===== src/rtl/apb_uart_bridge.sv =====
// apb_uart_bridge: APB slave that fronts a UART's TX/RX FIFOs and baud divisor.
// Register map: 0x0 DATA (push TX / pop RX), 0x4 STATUS, 0x8 BAUD.
// Optional feature: define APB_UART_PSLVERR_EN to answer unmapped or
// misaligned accesses with pslverr=1 (otherwise they read 0, writes dropped).
module apb_uart_bridge #(
  parameter logic [10:0] BAUD_RESET = 11'd650
) (
  input  logic        clk,
  input  logic        reset,
  input  logic        psel,
  input  logic        penable,
  input  logic        pwrite,
  input  logic [3:0]  paddr,
  input  logic [31:0] pwdata,
  output logic [31:0] prdata,
  output logic        pready,
  output logic        pslverr,
  output logic        tx_fifo_writeEn,
  output logic [7:0]  tx_fifo_dataIn,
  input  logic        tx_fifo_full,
  input  logic        tx_fifo_empty,
  output logic        rx_fifo_readEn,
  input  logic [7:0]  rx_fifo_dataOut,
  input  logic        rx_fifo_empty,
  input  logic        rx_fifo_full,
  output logic [10:0] baud_final_value
);

  typedef enum logic [1:0] {IDLE, ACCESS, RD_WAIT} state_t;

  localparam logic [3:0] ADDR_DATA   = 4'h0;
  localparam logic [3:0] ADDR_STATUS = 4'h4;
  localparam logic [3:0] ADDR_BAUD   = 4'h8;

  state_t      state, state_next;
  logic [10:0] baud_q;
  logic        tx_ovf_q, rx_unf_q;
  logic        ovf_set, ovf_clr, unf_set, unf_clr, baud_we;

  // Upper write-data bits have no destination in this register map.
  logic unused_pwdata;
  assign unused_pwdata = ^pwdata[31:11];

  logic sel_data, sel_status, sel_baud, addr_ok, access, rd_pop;
  assign sel_data   = (paddr == ADDR_DATA);
  assign sel_status = (paddr == ADDR_STATUS);
  assign sel_baud   = (paddr == ADDR_BAUD);
  assign addr_ok    = sel_data | sel_status | sel_baud;
  // A genuine access phase: setup already seen, master still selecting us.
  assign access     = (state == ACCESS) && psel && penable && !reset;
  // Only a DATA read with bytes waiting needs the extra cycle for the pop.
  assign rd_pop     = access && !pwrite && sel_data && !rx_fifo_empty;

  assign baud_final_value = baud_q;

  // State register.
  always_ff @(posedge clk) begin
    // NOTE: sequential state uses non-blocking (<=) so every flop samples
    // pre-edge values; blocking here would create ordering races.
    if (reset) state <= IDLE;
    else       state <= state_next;
  end

  // Next-state, APB response, FIFO strobes and register update requests.
  always_comb begin
    // NOTE: every output gets a default first so no path leaves one
    // unassigned, which would otherwise infer a latch.
    state_next      = state;
    pready          = 1'b0;
    pslverr         = 1'b0;
    prdata          = 32'd0;
    tx_fifo_writeEn = 1'b0;
    tx_fifo_dataIn  = 8'd0;
    rx_fifo_readEn  = 1'b0;
    ovf_set         = 1'b0;
    ovf_clr         = 1'b0;
    unf_set         = 1'b0;
    unf_clr         = 1'b0;
    baud_we         = 1'b0;
    case (state)
      IDLE: begin
        // An access phase without a preceding setup phase is ignored.
        if (psel && !penable) state_next = ACCESS;
      end
      ACCESS: begin
        state_next = IDLE;
        if (rd_pop) begin
          rx_fifo_readEn = 1'b1;
          state_next     = RD_WAIT;
        end else if (access) begin
          pready = 1'b1;
          if (!addr_ok) begin
`ifdef APB_UART_PSLVERR_EN
            pslverr = 1'b1;
`else
            pslverr = 1'b0;
`endif
          end else if (pwrite) begin
            if (sel_data) begin
              if (tx_fifo_full) begin
                ovf_set = 1'b1;
              end else begin
                tx_fifo_writeEn = 1'b1;
                tx_fifo_dataIn  = pwdata[7:0];
              end
            end
            if (sel_status) begin
              ovf_clr = pwdata[4];
              unf_clr = pwdata[5];
            end
            if (sel_baud) baud_we = 1'b1;
          end else begin
            if (sel_data) unf_set = 1'b1;  // empty RX: read 0, flag underflow
            if (sel_status)
              prdata = {26'd0, rx_unf_q, tx_ovf_q, tx_fifo_full,
                        tx_fifo_empty, rx_fifo_full, rx_fifo_empty};
            if (sel_baud) prdata = {21'd0, baud_q};
          end
        end
      end
      RD_WAIT: begin
        // Popped byte is now at the FIFO head; finish the wait-stated read.
        state_next = IDLE;
        if (psel && !reset) begin
          pready = 1'b1;
          prdata = {24'd0, rx_fifo_dataOut};
        end
      end
      default: state_next = IDLE;
    endcase
  end

  // BAUD register and sticky error flags; a set beats a same-cycle clear.
  always_ff @(posedge clk) begin
    if (reset) begin
      baud_q   <= BAUD_RESET;
      tx_ovf_q <= 1'b0;
      rx_unf_q <= 1'b0;
    end else begin
      if (baud_we) baud_q <= pwdata[10:0];
      if (ovf_set)      tx_ovf_q <= 1'b1;
      else if (ovf_clr) tx_ovf_q <= 1'b0;
      if (unf_set)      rx_unf_q <= 1'b1;
      else if (unf_clr) rx_unf_q <= 1'b0;
    end
  end

endmodule

===== config.mk =====
export PLATFORM = sky130hd
export DESIGN_NAME = apb_uart_bridge
export DESIGN_NICKNAME = d
export VERILOG_FILES = /design/src/rtl/apb_uart_bridge.sv
export SDC_FILE = /design/constraint.sdc
export NUM_CORES = 1
export LEC_CHECK = 0
export ABC_CLOCK_PERIOD_IN_PS = 2800
export CAP_MARGIN = 15
export CORE_ASPECT_RATIO = 0.75
export CORE_MARGIN = 4
export CORE_UTILIZATION = 29
export DETAILED_ROUTE_END_ITERATION = 16
export GPL_ROUTABILITY_DRIVEN = 0
export HOLD_SLACK_MARGIN = 0.12
export PLACE_DENSITY = 0.78
export SYNTH_ARGS = -nofsm -noshare
export SYNTH_HDL_FRONTEND = slang
export SYNTH_SLANG_ARGS = --single-unit

===== constraint.sdc =====
create_clock -name clk -period 2.8 [get_ports clk]
set_clock_uncertainty 0.1 [all_clocks]
set_input_delay 0.84 -clock clk [delete_from_list [all_inputs] [get_ports clk]]
set_output_delay 0.84 -clock clk [all_outputs]
set_load 0.01 [all_outputs]

==> out/qor.yml <==
ys.flop_type: "dfxtp_1"
cap_violations: 0
synthTopCellsByCount: "buf_4 (22), dfxtp_1 (15), and2_1 (11), o31ai_1 (11), inv_1 (10)"
syn_area_sq_um: 1240
synth_edf_count: 0
seq_area_frac_synth_pct: 24.3
clockBufferDepth: 2
start_util_pct: 30.3
synth_cell_types: 38
cts_tree: "yes"
ir_drop_mv: 0.232
yosysTopAreaCell: "dfxtp_1"
critical_path_class: "input pin to primary output"
setup_tns_ns: -5.71
power_frac_comb_pct: 28.5
p_sw_mw: 0.155
yosys_register_bits: 15
arrival_ns: 2.27
vias: 1475
crit_path_frequent_cell: "buf_6"
internal_power_mw: 0.396
drt-vias-per-instance: 4.76
core_area_sq_um: 4080
start_kind: "input pin"
dp_hpwl_um: 3420
clk_pin_slew_worst_paths_ns: 0.06
period_share_pct: 115
drive_gt1_share_pct: 42.7
drt_iter0_markers: 75
p_leak_nw: 1.05
diodes: 0
crit_required_ns: 1.86
timing.hold.ws_ns: 0.399
seq_power_share_pct: 39.1
track_usage_pct: 16.1
ioPinCount: 108
postSynthCellCount: 149
hold_class: "flip-flop to flip-flop"
grt_pass1_vias: 1453
worstPathMaxFanout: 6
regArea_sq_um: 300
critPathMaxStageDelay_ns: 0.57
grt-ovfl-total: 0
fin_crit_ns: 3.21
layout_setup_ws_ns: -0.407
timing.fmax_mhz: 312
antenna_found_initial: 0
switching_share_pct: 28.1
fp.dieW_um: 83.4
grt_pass1_wl_um: 7070
setup_violations: 22
first_pass_iters: 4
violations: "negative setup slack"
yosys_warnings: 0
drt_drc_violations_left: 0
clockPowerShare_pct: 32.4
clockRootBuffer: "clkbuf_8"
die_h_um: 64.6
dp_cells: 297
synth_area_leaders: "dfxtp_1 (24%), buf_4 (13%), o31ai_1 (6.7%), and2_1 (5.6%), a22oi_1 (3.6%)"
total_power_mw: 0.550
path_cells: "buf_6 > or4_4 > buf_6 > o2111ai_4 > buf_12 > o31ai_4 > buf_2"
multiInputGateArea_sq_um: 960
nets: 312
async_flop_share_pct: 0
fin_cells: 310
clk-insertion-delay-late_ns: 0.25
cts_buffers: 3
finalMaxSlewViolations: 0
num_rows: 20
holdBufCountCts: 0
die_area_sq_um: 5390
grt_max_degree: 16
place.port_buffers: 64
wl_per_cell_um: 14.9
cts.sinks: 15
syn_avg_cell_area_sq_um: 8.30
critPathCaptureType: "primary output"
htreeDepth: 1
status: "finished with violations"
p_per_area_nw_per_um2: 229
ant_nets: 0
syn2layout_area_growth_pct: 94.0
nFillCells: 359
hold_viol: 0
totalWireLength_um: 4610
rsz0062_at_grt: "true"
yosysMostFrequentCell: "buf_4"
synth_top_area_share_pct: 24.3
worst_path_max_delay_cell: "or4_4"
layout make-up:
type | count | area share, %
repair buffers | 111 | 41.0
multi-input cells | 114 | 40.0
flip-flops and latches | 15 | 12.5
well taps | 55 | 2.87
clock buffers | 4 | 1.88
inverters | 11 | 1.77
cells by family after synthesis:
kind of cell	count (synthesis)	synth area share, %
AOI/OAI and AO/OA	33	19.0
adders and majority gates	3	3.03
buffers and inverters	41	19.3
DFF	15	24.3
muxes	7	6.57
other	1	0.303
and+or+nand+nor	49	27.5
worst paths after layout:
path,slack (ns),end,cells past startpoint,from
hold / removal,0.40,baud_final_value[6],2,baud_final_value[6]
hold reg to reg,0.40,baud_final_value[6],2,baud_final_value[6]
setup reg to reg,0.97,baud_final_value[7],7,state[1]
setup / recovery,-0.41,prdata[0],7,paddr[0]
state kept, by name, summed over array words and instances, names as in the netlist:
name	cells
baud_final_value	11
rx_unf_q	1
state	2
tx_ovf_q	1
per-layer routing:
layer / share of wire, % / up-vias / track usage, % / routed length, um
met1: 42 / 683 / 20.6 / 1920
met5: 0 / - / 0 / 0
li1: - / 707 / - / -
met4: 1.1 / 0 / 4.02 / 50
met3: 9.2 / 6 / 4.07 / 426
met2: 48 / 79 / 27.4 / 2220
layout by cell type (no fill, tap or decap), types with 2 or more instances in the layout:
| master | netlist | final |
|---|---|---|
| nor3b_1 | 2 | 2 |
| o31ai_4 | 0 | 6 |
| buf_2 | 2 | 13 |
| mux2_4 | 2 | 2 |
| and4b_1 | 2 | 2 |
| clkbuf_8 | 0 | 3 |
| inv_1 | 10 | 10 |
| conb_1 | 1 | 22 |
| o31ai_1 | 11 | 5 |
| nor2_1 | 5 | 5 |
| a21oi_1 | 8 | 7 |
| nand4_1 | 7 | 7 |
| buf_6 | 0 | 20 |
| nand2_1 | 7 | 7 |
| a41o_1 | 2 | 2 |
| mux2i_1 | 4 | 4 |
| nor2b_1 | 4 | 4 |
| and2_4 | 0 | 10 |
| a22oi_1 | 6 | 6 |
| ha_1 | 3 | 3 |
| clkdlybuf4s15_2 | 0 | 2 |
| dfxtp_1 | 15 | 15 |
| a22o_1 | 2 | 2 |
| nor4_4 | 1 | 2 |
| clkdlybuf4s50_1 | 0 | 33 |
| buf_4 | 22 | 40 |
per-stage QoR:
stage | util (%) | instance area [sq um] | setup WS, ns
after floorplan | - | 1460 | -0.174
after global placement | 54.8 | 2240 | -0.997
after detailed placement | 54.8 | 2240 | -1.04
after CTS | 56.1 | 2290 | -0.412
after global routing | 58.9 | 2400 | -0.431
final | 58.9 | 2400 | -0.407
power groups by stage:
stage	Clock, mW	Sequential (mW)	Combinational, mW
floorplan	0	0.220	0.0754
global placement	0	0.220	0.138
detailed placement	0	0.220	0.139
CTS	0.182	0.215	0.146
global route	0.192	0.215	0.166
finish	0.178	0.215	0.157
repair_timing:
item,CTS,global route
gates resized for setup,131,25
setup buffers,8,2
pin swaps,13,14
setup endpoints to repair,22,22
gates cloned,0,0
worst max-delay path: cells and delay by family:
kind / cells / cell delay, ns
buf+inv: 4 / 0.58
simple gates: 1 / 0.57
compound gates: 2 / 0.29
Power figures use the tool's default switching activity.
